===== config.mk =====
export PLATFORM = sky130hd
export DESIGN_NAME = spm_seq
export DESIGN_NICKNAME = d
export VERILOG_FILES = /design/src/rtl/spm_pkg.sv /design/src/rtl/spm_deser.sv /design/src/rtl/spm_seq.sv
export SDC_FILE = /design/constraint.sdc
export NUM_CORES = 1
export LEC_CHECK = 0
export CAP_MARGIN = 25
export CORE_ASPECT_RATIO = 0.75
export CORE_MARGIN = 3
export CORE_UTILIZATION = 43
export DETAILED_ROUTE_END_ITERATION = 10
export PLACE_DENSITY = 0.76
export SYNTH_ARGS = -nofsm -noshare
export SYNTH_HDL_FRONTEND = slang
export SYNTH_SLANG_ARGS = --single-unit

===== constraint.sdc =====
create_clock -name clk -period 2.05 [get_ports clk]
set_input_delay 0.205 -clock clk [delete_from_list [all_inputs] [get_ports clk]]
set_output_delay 0.205 -clock clk [all_outputs]
set_load 0.01 [all_outputs]

===== src/rtl/spm_pkg.sv =====
// Shared types and sizing constants for the serial-parallel multiplier sequencer.
package spm_pkg;

  typedef enum logic [1:0] {
    ST_IDLE  = 2'd0,
    ST_CLEAR = 2'd1,
    ST_RUN   = 2'd2,
    ST_DONE  = 2'd3
  } spm_state_e;

  localparam int unsigned SPM_WIDTH = 32;
  // Counter has to reach 2*WIDTH inclusive.
  localparam int unsigned SPM_CNT_W = $clog2(2 * SPM_WIDTH + 1);

endpackage


===== src/rtl/spm_deser.sv =====
// Collects the serial product stream, LSB first, into a parallel word.
module spm_deser #(
  parameter int WIDTH = 32
) (
  input  logic               clk,
  input  logic               rst_n,
  input  logic               clr_i,
  input  logic               en_i,
  input  logic               bit_i,
  output logic [2*WIDTH-1:0] prod_o
);

  logic [2*WIDTH-1:0] prod_q;

  // Clear on a new operation; otherwise shift each returned bit in at the MSB.
  always_ff @(posedge clk or negedge rst_n) begin
    if (!rst_n) begin
      prod_q <= '0;
    end else if (clr_i) begin
      prod_q <= '0;
    end else if (en_i) begin
      prod_q <= {bit_i, prod_q[2*WIDTH-1:1]};
    end
  end

  assign prod_o = prod_q;

endmodule


===== src/rtl/spm_seq.sv =====
// Sequencer driving an external serial-parallel multiplier and assembling its product.
//
// state    | meaning
// ---------+-----------------------------------------------------------
// ST_IDLE  | ready for an operand pair, multiplier outputs parked at 0
// ST_CLEAR | one cycle with spm_rst_n low to clear the multiplier stage
// ST_RUN   | cnt 0..2*WIDTH: stream multiplier bits out, product bits in
// ST_DONE  | prod valid and held until out_ready
module spm_seq
  import spm_pkg::*;
#(
  parameter int WIDTH = SPM_WIDTH
) (
  input  logic               clk,
  input  logic               rst_n,
  input  logic               in_valid,
  output logic               in_ready,
  input  logic [WIDTH-1:0]   mc,
  input  logic [WIDTH-1:0]   mp,
  output logic [WIDTH-1:0]   spm_x,
  output logic               spm_y,
  output logic               spm_rst_n,
  input  logic               spm_p,
  output logic [2*WIDTH-1:0] prod,
  output logic               out_valid,
  input  logic               out_ready
);

  localparam int CW = $clog2(2 * WIDTH + 1);
  localparam logic [CW-1:0] CNT_LAST = CW'(2 * WIDTH);
  localparam logic [2*WIDTH-1:0] ONE = {{(2*WIDTH-1){1'b0}}, 1'b1};

  spm_state_e         state_q;
  logic [CW-1:0]      cnt_q;
  logic [CW-1:0]      cnt_d;
  logic [WIDTH-1:0]   mc_q;
  logic [WIDTH-1:0]   mp_q;
  logic               in_ready_q;
  logic               out_valid_q;
  logic               spm_y_q;
  logic               spm_rst_n_q;
  logic               accept;
  logic               cap_en;
  logic               y_d;
  logic [2*WIDTH-1:0] mp_ext;

  assign accept = (state_q == ST_IDLE) && in_ready_q && in_valid;
  // The first returned bit is only meaningful one cycle after cnt=0.
  assign cap_en = (state_q == ST_RUN) && (cnt_q != '0);
  assign cnt_d  = (state_q == ST_RUN) ? cnt_q + CW'(1) : '0;
  assign mp_ext = {{WIDTH{mp_q[WIDTH-1]}}, mp_q};
  // Shifting past the top bit yields 0, which is exactly the spm_y wanted at cnt=2*WIDTH.
  assign y_d    = |(mp_ext & (ONE << cnt_d));

  // Control FSM; every output is registered from the upcoming state so it is glitch-free.
  always_ff @(posedge clk or negedge rst_n) begin
    if (!rst_n) begin
      state_q     <= ST_IDLE;
      cnt_q       <= '0;
      mc_q        <= '0;
      mp_q        <= '0;
      in_ready_q  <= 1'b0;
      out_valid_q <= 1'b0;
      spm_y_q     <= 1'b0;
      spm_rst_n_q <= 1'b0;
    end else begin
      case (state_q)
        ST_IDLE: begin
          spm_rst_n_q <= 1'b1;
          if (accept) begin
            state_q     <= ST_CLEAR;
            mc_q        <= mc;
            mp_q        <= mp;
            in_ready_q  <= 1'b0;
            spm_rst_n_q <= 1'b0;
          end else begin
            in_ready_q <= 1'b1;
          end
        end
        ST_CLEAR: begin
          state_q     <= ST_RUN;
          cnt_q       <= '0;
          spm_rst_n_q <= 1'b1;
          spm_y_q     <= y_d;
        end
        ST_RUN: begin
          if (cnt_q == CNT_LAST) begin
            state_q     <= ST_DONE;
            out_valid_q <= 1'b1;
            spm_y_q     <= 1'b0;
          end else begin
            cnt_q   <= cnt_d;
            spm_y_q <= y_d;
          end
        end
        ST_DONE: begin
          if (out_ready) begin
            state_q     <= ST_IDLE;
            out_valid_q <= 1'b0;
            in_ready_q  <= 1'b1;
            mc_q        <= '0;
            cnt_q       <= '0;
          end
        end
        default: state_q <= ST_IDLE;
      endcase
    end
  end

  spm_deser #(.WIDTH(WIDTH)) u_deser (
    .clk    (clk),
    .rst_n  (rst_n),
    .clr_i  (accept),
    .en_i   (cap_en),
    .bit_i  (spm_p),
    .prod_o (prod)
  );

  assign in_ready  = in_ready_q;
  assign out_valid = out_valid_q;
  assign spm_x     = mc_q;
  assign spm_y     = spm_y_q;
  assign spm_rst_n = spm_rst_n_q;

endmodule


Word level (Yosys, flattened, before mapping):

Index checks and enable logic that the tools add are counted.

* add/subtract/negate cells: 1
* equality and inequality tests: 8
* shift-type cells: 1
* mux-type cells: 22
* bitwise logic cells: 1
* reduce and logical (&&, ||, !) cells: 18

Operators with widths (count)
* two-way mux 64 bit: 2
* AND 64 bit: 1
* two-way mux 32 bit: 2
* one-hot mux 32 bit (2 select lines): 1
* OR reduction 64 bit: 1
* left shift 1 x 7 -> 64 bit, first input constant: 1
* two-way mux 7 bit: 3
* one-hot mux 7 bit (3 select lines): 1
* AND reduction 3 bit: 4
* nonzero test 2 bit: 5
* one-hot mux 1 bit (2 select lines): 4
* one-hot mux 2 bit (4 select lines): 1
* adder 7 x 1 -> 7 bit, second input constant: 1
* equality test 7 bit, second input constant: 1
* nonzero test 7 bit: 1
* two-way mux 2 bit: 3
* inequality test 2 bit, second input constant: 3
* two-way mux 1 bit: 5
* equality test 2 bit, second input constant: 2
* AND reduction 2 bit: 2
* logical AND 1 bit: 3
* nonzero test 3 bit: 1
* equality test 2 x 1 -> 1 bit, second input constant: 1
* zero test 2 bit: 1
* inequality test 2 x 1 -> 1 bit, second input constant: 1

* bits in registers: 141
* bits of input ports: 69
* output and inout bits: 100
* word-level logic and storage cells: 60

Longest topological paths before layout:

Gate-level depths: netlist (run 1).

* word-level depth: 7
* mapped depth: 9

Modules after synthesis:

From an unflattened synthesis (run 1), not the netlist that was laid out.

* cells, all modules: 513
* area, all modules: 6172.2 um^2

Modules (own cells, without submodules)
* spm_seq: instances 1, cells each 307, area each 3560.9 um^2
* spm_deser: instances 1, cells each 206, area each 2611.3 um^2

Least setup slack after synthesis (run 1):

OpenSTA, ideal clock, no wires.

* path type: reg2reg
* from: reg cnt_q[0]
* to: reg spm_y_q (netlist: spm_y)
* library setup time: 128 ps
* data arrival time: 2089 ps
* required time: 1922 ps
* slack: -167 ps
* stages on the path, launching flop included: 10
* path buffers: 1
* clock period less this slack: 2217 ps
* cells stage by stage: dfrtp_1 > inv_1 > ha_1 > and2_1 > clkbuf_1 > mux4_2 > nor2b_1 > a211o_1 > a32oi_1 > a31oi_1

* cells in the longest elaborated chain, start to end: 7

RTL lines
* from (decl): RTL line spm_seq.sv:34 `logic [CW-1:0] cnt_q;`
* from (signal assigned): RTL line spm_seq.sv:92 `cnt_q <= cnt_d;`
* adder 7 x 1 -> 7 bit: RTL line spm_seq.sv:50 `assign cnt_d = (state_q == ST_RUN) ? cnt_q + CW'(1) : '0;`
* two-way mux 7 bit: RTL line spm_seq.sv:50
* left shift 1 x 7 -> 64 bit: RTL line spm_seq.sv:53 `assign y_d = |(mp_ext & (ONE << cnt_d));`
* AND 64 bit: RTL line spm_seq.sv:53
* OR reduction 64 bit: RTL line spm_seq.sv:53
* two-way mux 1 bit: RTL line spm_seq.sv:87 `if (cnt_q == CNT_LAST) begin`
* one-hot mux 1 bit (2 select lines) *: RTL line spm_seq.sv:67 `case (state_q)`
* to (signal assigned): RTL line spm_seq.sv:84 `spm_y_q <= y_d;`
* to (signal assigned): RTL line spm_seq.sv:93 `spm_y_q <= y_d;`
* to (decl): RTL line spm_seq.sv:40 `logic spm_y_q;`

Mark *: on every way between the ends. The rest lies on a longest branch, timed or not.
A chain may end at the register's enable or synchronous reset.

Worst setup path after layout (run 1):

* from: reg state_q[0]
* to: reg spm_y_q (netlist: spm_y)

* cells in the longest elaborated chain, start to end: 7

RTL lines
* from (decl): RTL line spm_seq.sv:33 `spm_state_e state_q;`
* from (signal assigned): RTL line spm_seq.sv:58 `state_q <= ST_IDLE;`
* from (signal assigned): RTL line spm_seq.sv:71 `state_q <= ST_CLEAR;`
* from (signal assigned): RTL line spm_seq.sv:81 `state_q <= ST_RUN;`
* equality test 2 bit: RTL line spm_seq.sv:50, spm_seq.sv:67
* two-way mux 7 bit: RTL line spm_seq.sv:50
* left shift 1 x 7 -> 64 bit: RTL line spm_seq.sv:53
* AND 64 bit: RTL line spm_seq.sv:53
* OR reduction 64 bit: RTL line spm_seq.sv:53
* two-way mux 1 bit: RTL line spm_seq.sv:87
* one-hot mux 1 bit (2 select lines): RTL line spm_seq.sv:67

Several ways; a longest one is shown, not always the timed one.

==> key figures, run 1 <==
Status
  • Status: finished, violations left
  • Violated checks: setup timing

Placement
  • Post-DP HPWL: 11050 um
  • GPL Wtd Cong: 0.9225
  • I/O Buffers: 168

Power
  • Switching Power: 0.004299 W
  • Pwr Density: 1458 mW/mm^2
  • Pleak: 3.956 nW
  • Total power: 0.01297 W
  • Net Sw Frac: 33.13%
  • Int Pwr: 0.008675 W
  • Peak supply drop: 0.7280 mV
  • Sequential share of power: 34.2%
  • Comb pwr share: 38.5%
  • Clk pwr share: 27.3%

Route
  • Wire per inst: 16.29 um
  • Via count: 5189
  • DRC violations left: 0
  • Vias/cell: 5.179
  • WL final: 16320 um
  • ANT nets after route: 0
  • Initial DRC Count: 435
  • Initial DRT Pass Iterations: 5

Min path
  • Worst hold path class: in -> async

Layout
  • FILL cells: 1037
  • Commonest cells after routing, fill and taps aside: nand2_1 (246), clkdlybuf4s50_1 (167), dfrtp_1 (140)
  • Layout cell share with drive strength beyond 1: 10.59%
  • Area growth from synthesis to layout: 48.35%
  • Most common cell after layout, fill and taps aside: nand2_1
  • Ant. Diodes: 0
  • Final-stage net count: 894

STA
  • Final Hold Viols: 0
  • Max_slew headroom: 71.50%
  • Period utilization: 104.3%
  • Worst hold margin: 294.2 ps
  • Final setup vio count: 1
  • Clock Skew: 9.961 ps
  • Max-slew violations: 0
  • Post-layout minimum cycle time: 2139 ps
  • Max Freq: 467.6 MHz
  • Fin worst setup slack: -88.73 ps
  • Worst slew pin tran: 427.5 ps
  • RSZ-0062 raised after global routing: true

Floorplanning
  • DIE AREA: 0.01542 sq mm
  • Placeable Area: 0.01333 sq mm
  • Initial Util: 44.99%
  • Row count: 36
  • Die height: 108.3 um
  • Die X-Extent: 142.4 um
  • Num ports: 169

Clock network
  • CTS clk-pin slew, worst paths: 60 ps
  • Clock root cell: clkbuf_16
  • Clock sinks: 141
  • CTS H-tree depth: 4
  • CTS max path bufs: 2
  • CTS tree: done
  • Num CTS Buffers: 17
  • Clock Latency Late Sink: 410 ps

Setup path
  • Worst Path Max Fanout: 5
  • Worst R2R End: spm_y
  • Type of origin of the critical path: register
  • R2r worst-path depth: 8
  • Flop2flop setup slack: -90 ps
  • CP required: 2330 ps
  • Crit end category: register
  • Crit Path Class: reg -> reg
  • FF-to-FF Start: state_q[0]
  • Critical Path AT: 2420 ps

Logic synthesis
  • Syn Area/Cell: 9.476 sq um
  • Top_reg_cell synth: dfrtp_1
  • Flops & latches, synth: 141
  • Yosys cell types: 43
  • Post-synth EDFFs: 0
  • Mapped cell area: 0.005998 sq mm
  • Seq/Total Area, Yosys: 58.82%
  • Cell count after synthesis: 633
  • Synth warn: 0
  • Async S/R FF share, synth: 100.0%
  • Syn_nets: 709

Global route
  • Vias in the first global route: 5183
  • Largest net degree at the start of global routing: 98
  • GR Overflow Total: 0
  • First-pass GRT wire length: 26590 um
  • Initial antenna violation count: 0
  • GRT Total Usage: 21.41%

Job
  • Maximum capacitance violations: 0
## final cells by class
| cell class | count | area [sq um] | share of cell area [%] |
|---|---|---|---|
| clock inverters | 12 | 231.5 | 2.601 |
| clock buffers | 20 | 446.7 | 5.020 |
| repair buffers | 205 | 2100 | 23.59 |
| multi-input cells | 446 | 2351 | 26.42 |
| inverters | 7 | 26.28 | 0.2953 |
| flip-flops and latches | 141 | 3530 | 39.67 |
| well taps | 171 | 214.0 | 2.404 |
## flip-flops by register name, indices dropped and copies added, names as in the netlist
name            cells
mp_q               32
out_valid           1
spm_rst_n           1
cnt_q               7
in_ready            1
u_deser.prod_o     64
spm_y               1
state_q             2
spm_x              32
## stage by stage
stage	area (sq um)	cells	setup slack, ps	util (%)	setup TNS (ps)
2_1_floorplan	6017	633	0.5533	-	0
3_3_place_gp	8044	961	-13.33	60.33	-13.33
3_5_place_dp	8059	962	-115.4	60.44	-115.4
4_1_cts	8806	998	-67.38	66.05	-67.38
5_1_grt	8899	1002	-181.4	66.74	-339.5
6_report	8899	1002	-88.73	66.74	-88.73
## worst max path at each step
stage | from | end | slack, ps | cells past startpoint
2_1_floorplan | state_q[0] | spm_y | 0.6 | 8
3_3_place_gp | state_q[0] | spm_y | -10 | 8
3_5_place_dp | state_q[0] | spm_y | -120 | 10
4_1_cts | state_q[0] | spm_y | -70 | 8
5_1_grt | state_q[0] | spm_y | -180 | 8
6_report | state_q[0] | spm_y | -90 | 8
## critical path, cell delays in order (launching register included)
cell and delay (ps):
dfrtp_1 390, inv_2 90, ha_4 140, nor2b_4 170, buf_6 140, mux4_2 510
a211o_1 280, a32oi_1 190, a31oi_1 100
## power by group through the flow
stage               registers, W  logic (W)  clock network, W
floorplan                0.00463    0.00216                 0
global placement         0.00445    0.00460                 0
detailed placement       0.00448    0.00475                 0
CTS                      0.00444    0.00490           0.00360
global route             0.00456    0.00548           0.00373
finish                   0.00444    0.00499           0.00354
## Yosys cell counts (6+ instances only)
cell	count	area (sq um)
nand2_1	246	923.4
dfrtp_1	141	3528
a21oi_1	68	340.3
a22o_1	32	280.3
clkbuf_1	27	101.4
nor2_1	16	60.06
o21ai_0	16	80.08
buf_2	11	55.05
nand3_1	9	45.04
ha_1	7	87.58
inv_1	7	26.28
mux2i_1	6	60.06
## layer usage
metal  global-route usage [%]  up-vias  part of all wire, %
met2                    32.90      212                   44
met1                    29.95     2479                   46
li1                         -     2483                    -
met5                        0        -                    0
met3                    7.692       15                  8.9
met4                    3.596        0                 0.68
## repair_timing
item	4_1_cts	5_1_grt
pin swaps	0	4
hold buffers	1	0
setup endpoints to repair	1	42
gates resized for setup	8	7
gates cloned	0	1
endpoints found under the hold margin	39	0
setup buffers	3	3
## cells by family after synthesis
family / Yosys count / share of synthesized area [%]
adders and majority gates: 7 / 1.460
DFF: 141 / 58.82
buffers and inverters: 46 / 3.233
muxes: 13 / 2.691
xor gates and xnor gates: 3 / 0.4381
and+or+nand+nor: 286 / 18.79
AOI/OAI and AO/OA: 137 / 14.56
Note: power is estimated with default switching activity, not from simulation.
==> run 2: changes to the inputs <==
- TNS_END_PERCENT: not set -> 10
==> key figures, run 2 (same netlist as run 1, synthesis figures left out) <==
Status
  • Status: finished, violations left (unchanged)
  • Violated checks: setup timing (unchanged)

Setup path
  • Sequence of cells on the critical path: inv_2 > ha_4 > nor2b_4 > buf_6 > mux4_2 > a211o_1 > a32oi_1 > a31oi_1 (unchanged)
  • Worst Path Max Fanout: 5 (unchanged)
  • FF-to-FF Start: state_q[0] (unchanged)
  • R2r worst-path depth: 8 (unchanged)
  • Critical path's largest stage delay: 510 ps (about the same)
  • Crit path depth: 8 (unchanged)
  • Crit Path Class: reg -> reg (unchanged)
  • Critical path's top delay family: compound AO/OA/AOI/OAI gates (unchanged)
  • Critical-path top delay cell: mux4_2 (unchanged)
  • Critical Path AT: 2420 ps (about the same)
  • Worst setup startpoint: state_q[0] (unchanged)
  • CP required: 2330 ps (about the same)
  • Crit end category: register (unchanged)
  • Type of origin of the critical path: register (unchanged)
  • Buffers plus inverters on the worst setup path: 2 (unchanged)

Job
  • Maximum capacitance violations: 0 (unchanged)

Power
  • Pwr Density: 1457 mW/mm^2 (was 1458 mW/mm^2)
  • Pleak: 3.934 nW (was 3.956 nW)
  • Peak supply drop: 0.7269 mV (was 0.7280 mV)

Placement
  • I/O Buffers: 168 (unchanged)
  • GPL Wtd Cong: 0.9225 (unchanged)
  • Placed cell area: 0.008059 sq mm (unchanged)
  • Dpl cells: 962 (unchanged)
  • Post-DP HPWL: 11050 um (unchanged)

Floorplanning
  • Die X-Extent: 142.4 um (unchanged)
  • Num ports: 169 (unchanged)
  • Initial Util: 44.99% (unchanged)
  • Placeable Area: 0.01333 sq mm (unchanged)
  • Die height: 108.3 um (unchanged)
  • DIE AREA: 0.01542 sq mm (unchanged)
  • Row count: 36 (unchanged)

Route
  • Initial DRC Count: 401 (was 435)
  • Via count: 5142 (was 5189)
  • ANT nets after route: 0 (unchanged)
  • Initial DRT Pass Iterations: 5 (unchanged)
  • DRC violations left: 0 (unchanged)
  • WL final: 16090 um (was 16320 um)
  • Vias/cell: 5.147 (was 5.179)
  • Wire per inst: 16.11 um (was 16.29 um)

STA
  • Final Hold Viols: 0 (unchanged)
  • Clock Skew: 9.735 ps (was 9.961 ps)
  • RSZ-0062 raised after global routing: true (unchanged)
  • Worst slew pin tran: 415.3 ps (was 427.5 ps)
  • Fin worst setup slack: -87.72 ps (was -88.73 ps)
  • Period utilization: 104.3% (about the same)
  • Max Freq: 467.8 MHz (was 467.6 MHz)
  • Post-layout minimum cycle time: 2138 ps (was 2139 ps)
  • Final setup vio count: 1 (unchanged)
  • Max-slew violations: 0 (unchanged)
  • Max_slew headroom: 72.06% (was 71.50%)
  • Worst hold margin: 293.9 ps (was 294.2 ps)

Clock network
  • Clock root cell: clkbuf_16 (unchanged)
  • Clock Latency Late Sink: 410 ps (about the same)
  • CTS max path bufs: 2 (unchanged)
  • Num CTS Buffers: 17 (unchanged)
  • CTS clk-pin slew, worst paths: 60 ps (about the same)
  • CTS H-tree depth: 4 (unchanged)
  • Clock sinks: 141 (unchanged)
  • CTS tree: done (unchanged)

Layout
  • Layout cell share with drive strength beyond 1: 10.27% (was 10.59%)
  • Post-layout instance area: 0.008859 sq mm (was 0.008899 sq mm)
  • Final-stage net count: 891 (was 894)
  • Commonest cells after routing, fill and taps aside: nand2_1 (246), clkdlybuf4s50_1 (167), dfrtp_1 (140) (unchanged)
  • Area growth from synthesis to layout: 47.68% (was 48.35%)
  • Largest register FFs: 64 (unchanged)
  • Ant. Diodes: 0 (unchanged)
  • Non-filler instance count after layout: 999 (was 1002)
  • Most common cell after layout, fill and taps aside: nand2_1 (unchanged)

Global route
  • Largest net degree at the start of global routing: 98 (unchanged)
  • GRT Total Usage: 21.41% (unchanged)
  • GR Overflow Total: 0 (unchanged)
  • First-pass GRT wire length: 26590 um (unchanged)
  • Initial antenna violation count: 0 (unchanged)
  • Vias in the first global route: 5183 (unchanged)

Min path
  • Worst hold path class: in -> async (unchanged)
## run 2: stage by stage
stage	utilization, %	total power [W]	setup slack [ps]	setup TNS [ps]
after global routing	66.44	0.01372	-181.4	-345.1
after detailed placement	60.44	0.009229	-115.4	-115.4
after floorplan	-	0.006788	0.5533	0
final	66.44	0.01291	-87.72	-87.72
after CTS	66.05	0.01293	-67.38	-67.38
after global placement	60.33	0.009048	-13.33	-13.33
## run 2: final timing paths
kind	endpoint	slack, ps
worst min register to register	mp_q[3]	480
min in group clk	mp_q[21]	320
worst min-delay path	spm_x[10]	290
worst max-delay path	spm_y	-90
worst max register to register	spm_y	-90
max in group asynchronous	u_deser.prod_o[3]	1140
## run 2: power breakdown
| group | internal, W | switching [W] |
|---|---|---|
| logic | 0.00255 | 0.00238 |
| clock network | 0.00233 | 0.00120 |
| registers | 0.00376 | 0.000682 |
## run 2: layer usage
layer  vias up  track usage (%)  share of wire (%)
met4         0            3.596               0.65
met1      2456            29.95                 46
li1       2478                -                  -
met2       195            32.90                 45
met5         -                0                  0
met3        13            7.692                8.7
## run 2: cell type report
type | instances | area, sq um
multi-input cells | 446 | 2351
clock buffers | 20 | 446.7
fillers | 1039 | 4474
flip-flops and latches | 141 | 3530
clock inverters | 12 | 231.5
well taps | 171 | 214.0
inverters | 7 | 26.28
repair buffers | 202 | 2059
## run 2: worst register-to-register path, stage by stage (launching register included)
cell	delay (ps)
dfrtp_1	390
inv_2	90
ha_4	140
nor2b_4	170
buf_6	140
mux4_2	510
a211o_1	280
a32oi_1	190
a31oi_1	100
## run 2: repair_timing
item,in CTS,in global routing
gates cloned,0,0
endpoints found under the hold margin,39,0
buffers inserted,3,1
endpoints found under the setup margin,1,42
hold buffers,1,0
resized for setup,8,7
pin swaps,0,3
==> run 3: changes to the inputs <==
- CAP_MARGIN: 25 -> not set
- CTS_BUF_LIST: not set -> sky130_fd_sc_hd__clkbuf_16
==> key figures, run 3 (same netlist as run 1, synthesis figures left out) <==
Route
  • Vias/cell: 5.134 (was 5.147)
  • DRC violations left: 0 (unchanged)
  • Met2 routed WL: 7180 um (was 7192 um)
  • Via count: 5124 (was 5142)
  • Initial DRT Pass Iterations: 7 (was 5)
  • Wire per inst: 16.07 um (was 16.11 um)
  • Initial DRC Count: 426 (was 401)
  • ANT nets after route: 0 (unchanged)
  • Met1 WL: 7451 um (was 7394 um)
  • Routed wl met3: 1296 um (was 1401 um)
  • WL final: 16040 um (was 16090 um)
  • Top sig layer: met4 (unchanged)

Setup path
  • Buffers plus inverters on the worst setup path: 1 (was 2)
  • Worst R2R End: spm_y (unchanged)
  • Flop2flop setup slack: -70 ps (was -90 ps)
  • Crit end category: register (unchanged)
  • CP required: 2350 ps (was 2330 ps)
  • R2r worst-path depth: 8 (unchanged)
  • Type of origin of the critical path: register (unchanged)
  • Sequence of cells on the critical path: inv_2 > ha_4 > nor2b_4 > mux4_2 > nor2b_1 > a211o_1 > a32oi_1 > a31oi_1 (was inv_2 > ha_4 > nor2b_4 > buf_6 > mux4_2 > a211o_1 > a32oi_1 > a31oi_1)
  • Critical Path AT: 2410 ps (was 2420 ps)
  • Critical path's largest stage delay: 510 ps (about the same)
  • Critical-path top delay cell: mux4_2 (unchanged)
  • Critical path's top delay family: compound AO/OA/AOI/OAI gates (unchanged)
  • Worst Path Max Fanout: 2 (was 5)
  • Crit path depth: 8 (unchanged)
  • Crit Path Class: reg -> reg (unchanged)
  • FF-to-FF Start: state_q[0] (unchanged)

Power
  • Switching Power: 0.004272 W (about the same)
  • Sequential share of power: 36.2% (was 34.4%)
  • Net Sw Frac: 34.76% (was 33.09%)
  • Pwr Density: 1408 mW/mm^2 (was 1457 mW/mm^2)
  • Int Pwr: 0.008018 W (was 0.008639 W)
  • Pleak: 3.864 nW (was 3.934 nW)
  • Clk pwr share: 24.2% (was 27.4%)
  • Peak supply drop: 0.6831 mV (was 0.7269 mV)
  • Comb pwr share: 39.6% (was 38.2%)

STA
  • Final setup vio count: 1 (unchanged)
  • Post-layout minimum cycle time: 2117 ps (was 2138 ps)
  • Period utilization: 103.3% (was 104.3%)
  • Fin Setup TNS: -67.15 ps (was -87.72 ps)
  • Clock Skew: 9.671 ps (was 9.735 ps)
  • Max_slew headroom: 50.74% (was 72.06%)
  • Max-slew violations: 0 (unchanged)
  • RSZ-0062 raised after global routing: true (unchanged)
  • Final Hold Viols: 0 (unchanged)
  • Worst slew pin tran: 738.7 ps (was 415.3 ps)
  • Max Freq: 472.3 MHz (was 467.8 MHz)
  • Fin worst setup slack: -67.15 ps (was -87.72 ps)

Job
  • Maximum capacitance violations: 0 (unchanged)

Layout
  • Final core occ: 65.46% (was 66.44%)
  • Non-filler instance count after layout: 998 (was 999)
  • FILL cells: 1008 (was 1039)
  • Final-stage net count: 890 (was 891)
  • Commonest cells after routing, fill and taps aside: nand2_1 (246), clkdlybuf4s50_1 (167), dfrtp_1 (139) (was nand2_1 (246), clkdlybuf4s50_1 (167), dfrtp_1 (140))
  • Largest register FFs: 64 (unchanged)
  • Most common cell after layout, fill and taps aside: nand2_1 (unchanged)
  • Layout cell share with drive strength beyond 1: 10.64% (was 10.27%)
  • Post-layout instance area: 0.008727 sq mm (was 0.008859 sq mm)
  • Ant. Diodes: 0 (unchanged)
  • Area growth from synthesis to layout: 45.49% (was 47.68%)

Clock network
  • Clock Latency Late Sink: 420 ps (was 410 ps)
  • Clock sinks: 141 (unchanged)
  • CTS clk-pin slew, worst paths: 60 ps (about the same)
  • Clock root cell: clkbuf_16 (unchanged)
  • Num CTS Buffers: 17 (unchanged)
  • CTS tree: done (unchanged)
  • CTS H-tree depth: 4 (unchanged)
  • CTS max path bufs: 2 (unchanged)

Global route
  • Vias in the first global route: 5069 (was 5183)
  • GRT Total Usage: 21.07% (was 21.41%)
  • First-pass GRT wire length: 25830 um (was 26590 um)
  • Initial antenna violation count: 0 (unchanged)
  • GR Overflow Total: 0 (unchanged)
  • Largest net degree at the start of global routing: 98 (unchanged)

Floorplanning
  • Num ports: 169 (unchanged)
  • Initial Util: 44.99% (unchanged)
  • Placeable Area: 0.01333 sq mm (unchanged)
  • Die height: 108.3 um (unchanged)
  • Row count: 36 (unchanged)
  • Die X-Extent: 142.4 um (unchanged)
  • DIE AREA: 0.01542 sq mm (unchanged)

Placement
  • Placed cell area: 0.008044 sq mm (was 0.008059 sq mm)
  • GPL Wtd Cong: 0.9225 (unchanged)
  • Post-DP HPWL: 10920 um (was 11050 um)
  • I/O Buffers: 168 (unchanged)
  • Dpl cells: 961 (was 962)

Status
  • Status: finished, violations left (unchanged)
  • Violated checks: setup timing (unchanged)

Min path
  • Worst hold path class: in -> async (unchanged)
[run 3: worst max path at each step]
stage	endpoint	from
finish	spm_y	state_q[0]
global route	spm_y	state_q[0]
CTS	spm_y	state_q[0]
detailed placement	spm_y	state_q[0]
global placement	spm_y	state_q[0]
floorplan	spm_y	state_q[0]
[run 3: worst reg2reg max path: cells and delay by family, from the launching register on]
kind	cells	cell delay (ps)
buffers and inverters	1	90
muxes	1	510
adders and majority gates	1	140
DFF	1	390
AOI/OAI and AO/OA	3	540
and+or+nand+nor	2	320
[run 3: power by group through the flow]
stage | Sequential, W | Combinational [W] | Clock [W]
finish | 0.00445 | 0.00487 | 0.00297
global route | 0.00457 | 0.00536 | 0.00317
CTS | 0.00444 | 0.00480 | 0.00305
detailed placement | 0.00447 | 0.00471 | 0
global placement | 0.00445 | 0.00460 | 0
floorplan | 0.00463 | 0.00216 | 0
[run 3: repair_timing]
action	4_1_cts	5_1_grt
gates resized for setup	6	11
gates cloned	0	1
setup buffers	2	1
hold buffers	1	0
endpoints found under the hold margin	39	0
setup endpoints to repair	33	63
pin swaps	0	0
[run 3: through the flow]
step	power (W)	setup slack (ps)	hold WS [ps]
floorplan	0.006788	0.5533	-90.59
global placement	0.009048	-13.33	132.4
detailed placement	0.009180	-96.59	138.7
CTS	0.01229	-70.03	264.1
global route	0.01309	-127.7	278.5
finish	0.01229	-67.15	268.6
[run 3: final cells by class]
class                           count  area [sq um]  share of cell area [%]
Clock buffer                       17         425.4                   4.875
Clock inverter                     15         145.1                   1.663
Inverter                            7         26.28                  0.3011
Multi-Input combinational cell    447          2370                   27.15
Sequential cell                   141          3531                   40.46
Tap cell                          171         214.0                   2.452
Timing Repair Buffer              200          2016                   23.10
[run 3: layer usage]
metal / up-vias / GRT usage [%]
met5: - / 0
met4: 0 / 5.292
met3: 11 / 8.400
met2: 169 / 31.41
met1: 2465 / 29.02
li1: 2479 / -
